File: src/rtl/nabp_filter_mapper_pkg.sv
// nabp_filter_mapper shared types and defaults.
// Widths and line size mirror the global NABP configuration.
package nabp_filter_mapper_pkg;

  localparam int CFG_DATA_WIDTH = 16;
  localparam int CFG_ADDR_WIDTH = 16;
  localparam int CFG_IMAGE_SIZE = 256;
  localparam int CFG_NUM_TAPS   = 8;

  typedef enum logic [1:0] {
    ST_IDLE,
    ST_RUN,
    ST_DRAIN
  } state_t;

  typedef logic [CFG_NUM_TAPS-1:0][CFG_DATA_WIDTH-1:0] tap_vec_t;

endpackage

File: src/rtl/nabp_filter_mapper_if.sv
// Shifter / RAM / PE-array signal bundle of the filter mapper.
// slave is the mapper side, master the surrounding system.
interface nabp_filter_mapper_if #(
  parameter int DATA_WIDTH = nabp_filter_mapper_pkg::CFG_DATA_WIDTH,
  parameter int NUM_TAPS   = nabp_filter_mapper_pkg::CFG_NUM_TAPS,
  parameter int ADDR_WIDTH = nabp_filter_mapper_pkg::CFG_ADDR_WIDTH
);

  logic                           sh_kick;
  logic [ADDR_WIDTH-1:0]          sh_base;
  logic                           sh_shift_en;
  logic                           sh_done;
  logic                           sh_ack;
  logic                           fr_en;
  logic [ADDR_WIDTH-1:0]          fr_addr;
  logic [DATA_WIDTH-1:0]          fr_data;
  logic                           pe_stall;
  logic [NUM_TAPS*DATA_WIDTH-1:0] pe_taps;
  logic                           pe_step;

  modport master (
    output sh_kick, sh_base, sh_shift_en, sh_done,
    output fr_data, pe_stall,
    input  sh_ack, fr_en, fr_addr, pe_taps, pe_step
  );

  modport slave (
    input  sh_kick, sh_base, sh_shift_en, sh_done,
    input  fr_data, pe_stall,
    output sh_ack, fr_en, fr_addr, pe_taps, pe_step
  );

endinterface

File: src/rtl/nabp_tap_shifter.sv
// Tap register feeding the PE array.
// Tap 0 holds the newest sample; clear wins over shift.
module nabp_tap_shifter #(
  parameter int DATA_WIDTH = nabp_filter_mapper_pkg::CFG_DATA_WIDTH,
  parameter int NUM_TAPS   = nabp_filter_mapper_pkg::CFG_NUM_TAPS
) (
  input  logic                                clk,
  input  logic                                reset_n,
  input  logic                                clear,
  input  logic                                shift,
  input  logic [DATA_WIDTH-1:0]               din,
  output logic [NUM_TAPS-1:0][DATA_WIDTH-1:0] taps
);

  // shift toward higher taps, inserting din at tap 0
  always_ff @(posedge clk) begin
    if (!reset_n) begin
      taps <= '0;
    end else if (clear) begin
      taps <= '0;
    end else if (shift) begin
      taps <= {taps[NUM_TAPS-2:0], din};
    end
  end

endmodule

File: src/rtl/nabp_filter_mapper.sv
// Maps shifter steps to filtered-RAM reads and PE tap updates.
// Return-cycle samples park in a one-entry skid while the PEs stall.
module nabp_filter_mapper #(
  parameter int DATA_WIDTH = nabp_filter_mapper_pkg::CFG_DATA_WIDTH,
  parameter int NUM_TAPS   = nabp_filter_mapper_pkg::CFG_NUM_TAPS,
  parameter int IMAGE_SIZE = nabp_filter_mapper_pkg::CFG_IMAGE_SIZE,
  parameter int ADDR_WIDTH = nabp_filter_mapper_pkg::CFG_ADDR_WIDTH
) (
  input logic                 clk,
  input logic                 reset_n,
  nabp_filter_mapper_if.slave bus
);

  import nabp_filter_mapper_pkg::*;

  localparam int IW = $clog2(IMAGE_SIZE + 1);

  state_t                state_q;
  state_t                state_d;
  logic [ADDR_WIDTH-1:0] base_q;
  logic [IW-1:0]         idx_q;
  logic                  idx_lt;
  logic                  kick;
  logic                  acc;

  logic                  ret_v_q;
  logic                  ret_sh_q;
  logic                  ret_rd_q;
  logic [DATA_WIDTH-1:0] ret_sample;

  logic                  skid_v_q;
  logic                  skid_sh_q;
  logic [DATA_WIDTH-1:0] skid_d_q;

  logic                  app_v;
  logic                  app_sh;
  logic [DATA_WIDTH-1:0] app_sample;
  logic                  step_q;

  logic [NUM_TAPS-1:0][DATA_WIDTH-1:0] taps;

  assign idx_lt = idx_q < IW'(IMAGE_SIZE);

  // state register
  always_ff @(posedge clk) begin
    if (!reset_n) begin
      state_q <= ST_IDLE;
    end else begin
      state_q <= state_d;
    end
  end

  // next state, step acceptance and RAM request
  always_comb begin
    state_d     = state_q;
    kick        = 1'b0;
    acc         = 1'b0;
    bus.sh_ack  = 1'b0;
    bus.fr_en   = 1'b0;
    bus.fr_addr = '0;
    unique case (state_q)
      ST_IDLE: begin
        if (bus.sh_kick) begin
          kick    = 1'b1;
          state_d = ST_RUN;
        end
      end
      ST_RUN: begin
        bus.sh_ack = !bus.pe_stall && !skid_v_q;
        acc        = bus.sh_ack;
        if (acc && bus.sh_shift_en && idx_lt) begin
          bus.fr_en   = 1'b1;
          bus.fr_addr = base_q + ADDR_WIDTH'(idx_q);
        end
        if (bus.sh_done) begin
          state_d = ST_DRAIN;
        end
      end
      ST_DRAIN: begin
        if (!ret_v_q && !skid_v_q) begin
          state_d = ST_IDLE;
        end
      end
      default: state_d = ST_IDLE;
    endcase
  end

  // line base and saturating sample index
  always_ff @(posedge clk) begin
    if (!reset_n) begin
      base_q <= '0;
      idx_q  <= '0;
    end else if (kick) begin
      base_q <= bus.sh_base;
      idx_q  <= '0;
    end else if (acc && bus.sh_shift_en && idx_lt) begin
      idx_q <= idx_q + 1'b1;
    end
  end

  assign ret_sample = ret_rd_q ? bus.fr_data : '0;

  // a step returns either straight from the RAM or from the skid
  always_comb begin
    app_sh     = 1'b0;
    app_sample = '0;
    unique case (1'b1)
      ret_v_q: begin
        app_sh     = ret_sh_q;
        app_sample = ret_sample;
      end
      skid_v_q: begin
        app_sh     = skid_sh_q;
        app_sample = skid_d_q;
      end
      default: ;
    endcase
  end

  assign app_v = (ret_v_q || skid_v_q) && !bus.pe_stall;

  // return-cycle tracking, skid capture and step pulse
  always_ff @(posedge clk) begin
    if (!reset_n) begin
      ret_v_q   <= 1'b0;
      ret_sh_q  <= 1'b0;
      ret_rd_q  <= 1'b0;
      skid_v_q  <= 1'b0;
      skid_sh_q <= 1'b0;
      skid_d_q  <= '0;
      step_q    <= 1'b0;
    end else begin
      ret_v_q  <= acc;
      ret_sh_q <= acc && bus.sh_shift_en;
      ret_rd_q <= bus.fr_en;
      step_q   <= app_v;
      if (ret_v_q && bus.pe_stall) begin
        skid_v_q  <= 1'b1;
        skid_sh_q <= ret_sh_q;
        skid_d_q  <= ret_sample;
      end else if (skid_v_q && !bus.pe_stall) begin
        skid_v_q <= 1'b0;
      end
    end
  end

  nabp_tap_shifter #(
    .DATA_WIDTH (DATA_WIDTH),
    .NUM_TAPS   (NUM_TAPS)
  ) u_taps (
    .clk     (clk),
    .reset_n (reset_n),
    .clear   (kick),
    .shift   (app_v && app_sh),
    .din     (app_sample),
    .taps    (taps)
  );

  assign bus.pe_taps = taps;
  assign bus.pe_step = step_q;

endmodule

File: src/flat_wrapper.sv
// flat-port wrapper written by rule: the top's interface ports become plain ports
module nabp_filter_mapper_flat import nabp_filter_mapper_pkg::*;
#(
  parameter int DATA_WIDTH = nabp_filter_mapper_pkg::CFG_DATA_WIDTH,
  parameter int NUM_TAPS   = nabp_filter_mapper_pkg::CFG_NUM_TAPS,
  parameter int IMAGE_SIZE = nabp_filter_mapper_pkg::CFG_IMAGE_SIZE,
  parameter int ADDR_WIDTH = nabp_filter_mapper_pkg::CFG_ADDR_WIDTH
)
  (clk, reset_n, bus_sh_kick, bus_sh_base, bus_sh_shift_en, bus_sh_done, bus_fr_data, bus_pe_stall, bus_sh_ack, bus_fr_en, bus_fr_addr, bus_pe_taps, bus_pe_step);
  nabp_filter_mapper_if #(.DATA_WIDTH(DATA_WIDTH), .NUM_TAPS(NUM_TAPS), .ADDR_WIDTH(ADDR_WIDTH)) bus_i ();
  input logic clk;
  input logic reset_n;
  input wire logic [$bits(bus_i.sh_kick)-1:0] bus_sh_kick;
  input wire logic [$bits(bus_i.sh_base)-1:0] bus_sh_base;
  input wire logic [$bits(bus_i.sh_shift_en)-1:0] bus_sh_shift_en;
  input wire logic [$bits(bus_i.sh_done)-1:0] bus_sh_done;
  input wire logic [$bits(bus_i.fr_data)-1:0] bus_fr_data;
  input wire logic [$bits(bus_i.pe_stall)-1:0] bus_pe_stall;
  output wire logic [$bits(bus_i.sh_ack)-1:0] bus_sh_ack;
  output wire logic [$bits(bus_i.fr_en)-1:0] bus_fr_en;
  output wire logic [$bits(bus_i.fr_addr)-1:0] bus_fr_addr;
  output wire logic [$bits(bus_i.pe_taps)-1:0] bus_pe_taps;
  output wire logic [$bits(bus_i.pe_step)-1:0] bus_pe_step;
  assign bus_i.sh_kick = bus_sh_kick;
  assign bus_i.sh_base = bus_sh_base;
  assign bus_i.sh_shift_en = bus_sh_shift_en;
  assign bus_i.sh_done = bus_sh_done;
  assign bus_i.fr_data = bus_fr_data;
  assign bus_i.pe_stall = bus_pe_stall;
  assign bus_sh_ack = bus_i.sh_ack;
  assign bus_fr_en = bus_i.fr_en;
  assign bus_fr_addr = bus_i.fr_addr;
  assign bus_pe_taps = bus_i.pe_taps;
  assign bus_pe_step = bus_i.pe_step;
  nabp_filter_mapper #(.DATA_WIDTH(DATA_WIDTH), .NUM_TAPS(NUM_TAPS), .IMAGE_SIZE(IMAGE_SIZE), .ADDR_WIDTH(ADDR_WIDTH)) u_core (.clk(clk), .reset_n(reset_n), .bus(bus_i));
endmodule
File: config.mk
export PLATFORM = sky130hd
export DESIGN_NAME = nabp_filter_mapper_flat
export DESIGN_NICKNAME = d
export VERILOG_FILES = /design/src/rtl/nabp_filter_mapper_pkg.sv /design/src/rtl/nabp_filter_mapper_if.sv /design/src/rtl/nabp_tap_shifter.sv /design/src/rtl/nabp_filter_mapper.sv /design/src/flat_wrapper.sv
export SDC_FILE = /design/constraint.sdc
export NUM_CORES = 1
export LEC_CHECK = 0
export CAP_MARGIN = 5
export CORE_AREA = 4 4 124 126
export CTS_CLUSTER_SIZE = 8
export DETAILED_ROUTE_END_ITERATION = 10
export DIE_AREA = 0 0 128 130
export MAX_ROUTING_LAYER = met4
export PLACE_DENSITY = 0.85
export SYNTH_ARGS = -nofsm -noshare
export SYNTH_HDL_FRONTEND = slang
export SYNTH_SLANG_ARGS = --single-unit
File: constraint.sdc
create_clock -name clk -period 5 [get_ports clk]
set_input_delay 1 -clock clk [delete_from_list [all_inputs] [get_ports clk]]
set_output_delay 1 -clock clk [all_outputs]
set_load 0.05 [all_outputs]
Yosys cells after proc, flatten, opt, wreduce, memory -nomap -nowiden
Cells that the tools add are included.
{ "word_totals": {"ff_bits": 177, "memories": 0, "word_cells": 61, "romBits": 0, "latchBits": 0, "ramBits": 0, "input_bits": 38, "output_inout_bits": 147} }
{ "classes": {"div": 0, "muxes": 16, "bitwise_logic": 1, "magnitude_cmp": 1, "mul": 0, "add_sub_neg": 2, "eq_ne": 5, "shifts": 0, "n_reduce_logical": 18} }
{ "ops": {"columns": ["op", "n"], "rows": [
  ["2-to-1 mux 16 bit", 3],
  ["case mux 16 bit (2 select lines)", 1],
  ["adder 16 x 9 -> 16 bit", 1],
  ["logical AND 1 bit", 10],
  ["adder 9 x 1 -> 9 bit (second input constant)", 1],
  ["less-than comparator 9 bit (second input constant)", 1],
  ["2-to-1 mux 1 bit", 7],
  ["2-to-1 mux 2 bit", 3],
  ["case mux 2 bit (3 select lines)", 1],
  ["inequality test 2 bit (second input constant)", 2],
  ["logical NOT 1 bit", 3],
  ["AND reduction 3 bit", 1],
  ["equality test 2 x 1 -> 1 bit (second input constant)", 1],
  ["equality test 2 bit (second input constant)", 1],
  ["logical NOT 2 bit", 1],
  ["inequality test 2 x 1 -> 1 bit (second input constant)", 1],
  ["case mux 1 bit (2 select lines)", 1],
  ["nonzero test 2 bit", 1],
  ["OR reduction 2 bit", 1],
  ["logical OR 1 bit", 1],
  ["NOT 1 bit", 1]
]} }

Logic depth before layout (Yosys ltp)
Gate-level depths: netlist of run 1.
{ "depth": {"word_depth": 6, "mapped_depth": 8, "depth_no_buf": 8} }

Modules after synthesis
A second synthesis of run 1 with hierarchy kept.
{ "hier_totals": {"cells_unflattened": 738, "area_unflattened_um2": 7377.1} }
{ "by_module_without_submodules": {"columns": ["module", "cells_per_inst", "seq_area_each_um2", "area_each_um2", "n_inst"], "rows": [
  ["nabp_tap_shifter", 413, 2562.5, 4670.7, 1],
  ["nabp_filter_mapper", 325, 980.9, 2706.3, 1]
]} }

Least setup slack after synthesis of run 1
Ideal clock, no wire load.
{ "synth_path": {"path_type": "input to output", "start": "input port bus_pe_stall", "end": "output port bus_fr_addr[7]", "path_stages": 4, "setup_slack_ns": 0.705, "arrival_time_ns": 3.295, "t_required_ns": 4.000, "cell_sequence": "nor4b_4 > nand3b_4 > clkbuf_1 > nor3b_1"} }
{ "synth_between": {"elab_chain_cells": 6} }
{ "synth_rtl": {"columns": ["item", "line", "text"], "rows": [
  ["from (decl)", "flat_wrapper.sv:18", "input wire logic [$bits(bus_i.pe_stall)-1:0] bus_pe_stall;"],
  ["logical NOT 1 bit", "nabp_filter_mapper.sv:69", "bus.sh_ack = !bus.pe_stall && !skid_v_q;"],
  ["logical AND 1 bit", "nabp_filter_mapper.sv:69", null],
  ["logical AND 1 bit (2 in a row)", "nabp_filter_mapper.sv:71", "if (acc && bus.sh_shift_en && idx_lt) begin"],
  ["2-to-1 mux 16 bit", "nabp_filter_mapper.sv:71", null],
  ["2-to-1 mux 16 bit", "nabp_filter_mapper.sv:61", "unique case (state_q)"],
  ["to (decl)", "flat_wrapper.sv:21", "output wire logic [$bits(bus_i.fr_addr)-1:0] bus_fr_addr;"]
]} }
No other way between the ends.

Worst setup path after layout of run 1
{ "layout_path": {"start": "input port bus_pe_stall", "end": "output port bus_fr_addr[15]"} }
Same word-level chain as after synthesis.

==> results of run 1 <==
[final cells by class]
class / instances / area, um2
fillers: 1195 / 4860
flip-flops and latches: 177 / 3540
multi-input cells: 622 / 3170
repair buffers: 194 / 1930
clock buffers: 20 / 447
well taps: 184 / 230
clock inverters: 11 / 110
inverters: 5 / 20.0
[synth_stat cells, types with 5 or more instances]
library cell,instances
nand2_1,288
dfxtp_1,177
a21oi_1,124
clkbuf_1,43
nor2_1,43
a21boi_0,32
nor3_1,19
nand3_1,18
a221oi_1,15
xor2_1,13
ha_1,10
buf_2,9
and2_1,6
nand4_1,5
o211ai_1,5
[metrics by stage]
stage / instances / hold slack [ns] / power, mW
after floorplan: 865 / 0.439 / 1.53
after global placement: 1182 / 0.441 / 1.59
after detailed placement: 1182 / 0.446 / 1.59
after CTS: 1213 / 0.456 / 2.82
after global routing: 1213 / 0.469 / 2.90
final: 1213 / 0.457 / 2.80
[kinds of logic (layout without fill, tap and decap cells)]
kind of cell,after synthesis,count (layout)
fa+ha+maj,11,11
mux,2,2
buf+inv,66,230
simple gates,400,400
compound gates,195,195
flops,177,177
xor+xnor,14,14
[flip-flops by register name, summed over array words and instances (netlist names)]
signal and count:
u_core.state_q 2, u_core.idx_q 9, u_core.ret_v_q 1, u_core.ret_rd_q 1, u_core.skid_v_q 1, u_core.base_q 16
u_core.skid_sh_q 1, u_core.bus.pe_step 1, u_core.ret_sh_q 1, u_core.skid_d_q 16, u_core.u_taps.taps 128
[per-layer routing]
layer	routed length (um)	global-route usage, %	vias to the layer above
met2	8830	35.8	237
met1	8350	29.7	2973
met4	431	7.68	0
met5	0	-	-
li1	-	-	3192
met3	1010	5.24	29
[worst min-delay path, delay by kind of cell (launching register included)]
kind	cells	cell delay [ns]
AO/OA/AOI/OAI	1	0.05
flip-flops	1	0.31
AND/OR/NAND/NOR	1	0.05
[power by group]
part	total, mW	leakage [nW]	internal (mW)	switching (mW)
sequential	1.43	1.43	1.42	0.0115
clock	1.24	0.263	0.700	0.544
combinational	0.129	1.45	0.0527	0.0762
total	2.80	3.14	2.17	0.631
[final timing paths]
kind	startpoint	endpoint	slack, ns	cells past startpoint
max reg2reg	u_core.skid_v_q	u_core.u_taps.taps[90]	2.40	5
min	u_core.u_taps.taps[114]	u_core.u_taps.taps[114]	0.46	2
min reg2reg	u_core.u_taps.taps[114]	u_core.u_taps.taps[114]	0.46	2
max	bus_pe_stall	bus_fr_addr[15]	0.34	7
==> impl_metrics.json, run 1 <==
{
  "rows": 44,
  "wl_per_cell_um": 15.4,
  "drive_gt1_share_pct": 4.57,
  "clkTransAtPathRegs_ns": 0.07,
  "fin_util_pct": 66.0,
  "pwr_density_cell_nw_per_um2": 297,
  "finalHoldViolCount": 0,
  "gp_congestion": 0.919,
  "synth.top_cell.area_share_pct": 50.7,
  "grt_max_degree": 73,
  "syn-num-nets": 914,
  "antenna_left": 0,
  "coreArea_um2": 14300,
  "grt_pass1_wl_mm": 29.8,
  "ctsHoldBuffers": 0,
  "period_share_pct": 93.2,
  "crit_fanout": 16,
  "crit_arrival_ns": 3.66,
  "ys_warn_count": 0,
  "dp_slack_ns": 0.457,
  "syn_area_um2": 6990,
  "cts-buffers-inserted": 17,
  "cp.required_ns": 4.00,
  "totalNegativeSetupSlack_ns": 0,
  "yosys.area.top_type": "dfxtp_1",
  "synth_flop_cell": "dfxtp_1",
  "drtIter0Drc": 499,
  "worst_slew_pin_slew_ns": 0.780,
  "yosys.area_share.simple_pct": 24.1,
  "cts_tree": "yes",
  "peakVddDrop_mv": 0.292,
  "avgSynthCellArea_um2": 8.08,
  "path_class": "in2out",
  "grt.overflow.total": 0,
  "cts_resized": 0,
  "status": "complete, no violations",
  "final_common_cell": "nand2_1",
  "cts.path.max_buffers": 2,
  "cpLargestDelayFamily": "buffers and inverters",
  "vias": 6431,
  "yosys-mux-area-fraction_pct": 0.287,
  "setup_violations": 0,
  "setup_ws_ns": 0.340,
  "cts.sinks": 177,
  "num-nets-final": 1066,
  "timing.fmax_mhz": 215,
  "final_max_slew_viol_count": 0,
  "cts_root_buf": "clkbuf_16",
  "syn_inst": 865,
  "dpl_cell_area_um2": 8890,
  "synth_compound_area_share_pct": 16.9,
  "slew_headroom_pct": 47.9,
  "synth.area.top_cells": "dfxtp_1 (51%), nand2_1 (15%), a21oi_1 (8.9%), a21boi_0 (3.4%), clkbuf_1 (2.3%)",
  "synthArstFlopShare_pct": 0,
  "clock_latency_ns": 0.43,
  "route.detailed.drc": 0,
  "io_buffers": 184,
  "crit_slowest_cell": "clkdlybuf4s50_1",
  "antenna_found_initial": 0,
  "cp-start-kind": "input pin",
  "drt_first_pass_iters": 5,
  "min_period_ns": 4.66,
  "rsz0062_at_grt": "false",
  "cts_setup_buffers": 0,
  "hpwlAfterDp_mm": 13.2,
  "synth_xor_area_share_pct": 1.76,
  "cpPeakStageDelay_ns": 0.84,
  "io_pins": 185,
  "fin_skew_ns": 0.0121,
  "cts.htree.levels": 4,
  "synthAdderAreaFrac_pct": 2.08,
  "netlist-cell-type-count": 46,
  "grt_pass1_vias": 5948,
  "worst-path-buf-inv": 3,
  "die_width_um": 128,
  "n_antenna_cell": 0,
  "path_cells": "clkdlybuf4s50_1, nor4b_4, nand3b_4, clkinv_2, nand2b_1, mux2i_1, clkdlybuf4s50_1",
  "fp.dieH_um": 130,
  "cp-end-kind": "output pin",
  "leakagePower_nw": 3.14,
  "synth_edf_count": 0,
  "via_per_inst": 5.30,
  "final_cell_mix": "nand2_1 (287), clkdlybuf4s50_1 (184), dfxtp_1 (177)",
  "cpMostUsedCell": "clkdlybuf4s50_1",
  "die_area_um2": 16600,
  "grt_usage_pct": 23.0,
  "ys_ff_latch": 177,
  "syn_to_final_growth_pct": 35.3,
  "synth_top_family_by_area": "simple AND/OR/NAND/NOR gates",
  "start_util_pct": 48.8,
  "design_area_um2": 9450,
  "drv_cap": 0,
  "drt-total-wl_mm": 18.6,
  "ys_seq_area_share_pct": 50.7,
  "hold_class": "reg2reg"
}
No activity file was read; power rests on OpenSTA's default activity.
==> inputs of run 2 (changes only) <==
CORE_AREA = 4 4 132 134   (was 4 4 124 126)
DIE_AREA = 0 0 136 138   (was 0 0 128 130)
PLACE_DENSITY = 0.8   (was 0.85)
clock period = 4.1 ns   (was 5 ns; I/O delays follow)
==> impl_metrics.json, run 2 (synthesis gave the netlist of run 1 again) <==
{
  "crit_arrival_ns": 2.78,
  "grt_usage_pct": 21.1,
  "clock_latency_ns": 0.43,
  "grt.overflow.total": 0,
  "route.detailed.drc": 0,
  "syn_to_final_growth_pct": 36.3,
  "die_width_um": 136,
  "n_antenna_cell": 0,
  "wl_per_cell_um": 15.4,
  "p_total_mw": 3.49,
  "fp.dieH_um": 138,
  "final_cell_mix": "nand2_1 (287), dfxtp_1 (177), clkdlybuf4s50_1 (167)",
  "gp_congestion": 0.824,
  "cts_tree": "yes",
  "clkTransAtPathRegs_ns": 0.07,
  "finalHoldViolCount": 0,
  "cts_setup_buffers": 0,
  "cp-start-kind": "input pin",
  "rows": 47,
  "largest_register_ffs": 128,
  "dpl_cell_area_um2": 8940,
  "grt_max_degree": 85,
  "cp-end-kind": "output pin",
  "design_area_um2": 9520,
  "path_class": "in2out",
  "via_per_inst": 5.11,
  "cts.path.max_buffers": 2,
  "leakagePower_nw": 3.19,
  "fin_util_pct": 58.5,
  "antenna_left": 0,
  "totalNegativeSetupSlack_ns": 0,
  "hold_class": "reg2reg",
  "setup_violations": 0,
  "num-nets-final": 1064,
  "grt_pass1_wl_mm": 31.1,
  "ctsHoldBuffers": 0,
  "antenna_found_initial": 0,
  "crit_fanout": 16,
  "crit_slowest_cell": "clkdlybuf4s50_1",
  "rsz0062_at_grt": "false",
  "io_buffers": 184,
  "cts.sinks": 177,
  "drv_cap": 0,
  "io_pins": 185,
  "cp.required_ns": 3.28,
  "worst_slew_pin_slew_ns": 0.851,
  "timing.fmax_mhz": 278,
  "slew_headroom_pct": 43.3,
  "start_util_pct": 42.9,
  "cts.htree.levels": 4,
  "coreArea_um2": 16300,
  "final_max_slew_viol_count": 0,
  "period_share_pct": 87.7,
  "drive_gt1_share_pct": 6.13,
  "pwr_density_cell_nw_per_um2": 367,
  "die_area_um2": 18800,
  "path_cells": "clkdlybuf4s50_1, nor4b_4, nand3b_4, clkinv_2, nand2b_1, mux2i_1, buf_12",
  "drtIter0Drc": 394,
  "final_common_cell": "nand2_1",
  "peakVddDrop_mv": 0.278,
  "cts_root_buf": "clkbuf_16",
  "instances_no_fill": 1248,
  "vias": 6383,
  "cpPeakStageDelay_ns": 0.57,
  "regMostFlops": "u_core.u_taps.taps",
  "dp_cells": 1216,
  "cts-buffers-inserted": 17,
  "status": "complete, no violations",
  "hpwlAfterDp_mm": 13.3,
  "drt_first_pass_iters": 5,
  "fin_skew_ns": 0.0129,
  "cts_resized": 0,
  "reg_top3": "u_core.u_taps.taps: 128 flops, u_core.base_q: 16 flops, u_core.skid_d_q: 16 flops",
  "grt_pass1_vias": 5916,
  "drt-total-wl_mm": 19.2,
  "min_period_ns": 3.60
}
## run 2: cell types whose count changed in the layout (fill, tap and decap cells not counted), moves of 2 or more
cell,change
buf_4,+10
inv_8,+3
clkdlybuf4s50_1,-17
inv_6,+2
buf_12,+5
clkinv_4,-4
## run 2: cell type report
cell class | count | area, um2
repair buffers | 192 | 1930
clock buffers | 19 | 433
fillers | 1474 | 6770
clock inverters | 13 | 145
inverters | 5 | 20.0
well taps | 220 | 275
multi-input cells | 622 | 3170
flip-flops and latches | 177 | 3540
## run 2: final timing paths
check | startpoint | endpoint | slack (ns) | depth (start not counted)
setup / recovery | bus_pe_stall | bus_fr_addr[15] | 0.50 | 7
hold / removal | u_core.u_taps.taps[113] | u_core.u_taps.taps[113] | 0.46 | 2
setup reg to reg | u_core.skid_v_q | u_core.u_taps.taps[75] | 1.70 | 5
hold reg to reg | u_core.u_taps.taps[113] | u_core.u_taps.taps[113] | 0.46 | 2
## run 2: power breakdown
part | switching [mW] | internal, mW
Sequential | 0.0144 | 1.73
Clock | 0.726 | 0.860
Combinational | 0.0935 | 0.0653
Total | 0.834 | 2.66
## run 2: metrics by stage
stage               hold slack [ns]  worst slack (ns)
detailed placement            0.446             0.506
finish                        0.456             0.503
global placement              0.442             0.526
CTS                           0.456             0.490
global route                  0.475             0.315
floorplan                     0.439             0.165
## run 2: layer usage
layer / GRT usage [%] / wire length, um / vias to the layer above
met3: 5.74 / 1430 / 32
met5: - / 0 / -
li1: - / - / 3192
met2: 31.9 / 8910 / 223
met1: 27.2 / 8370 / 2936
met4: 7.64 / 496 / 0
## run 2: critical path: cells and delay by family
| kind | cells | cell delay (ns) |
|---|---|---|
| mux | 1 | 0.25 |
| simple gates | 3 | 0.70 |
| buf+inv | 3 | 1.00 |
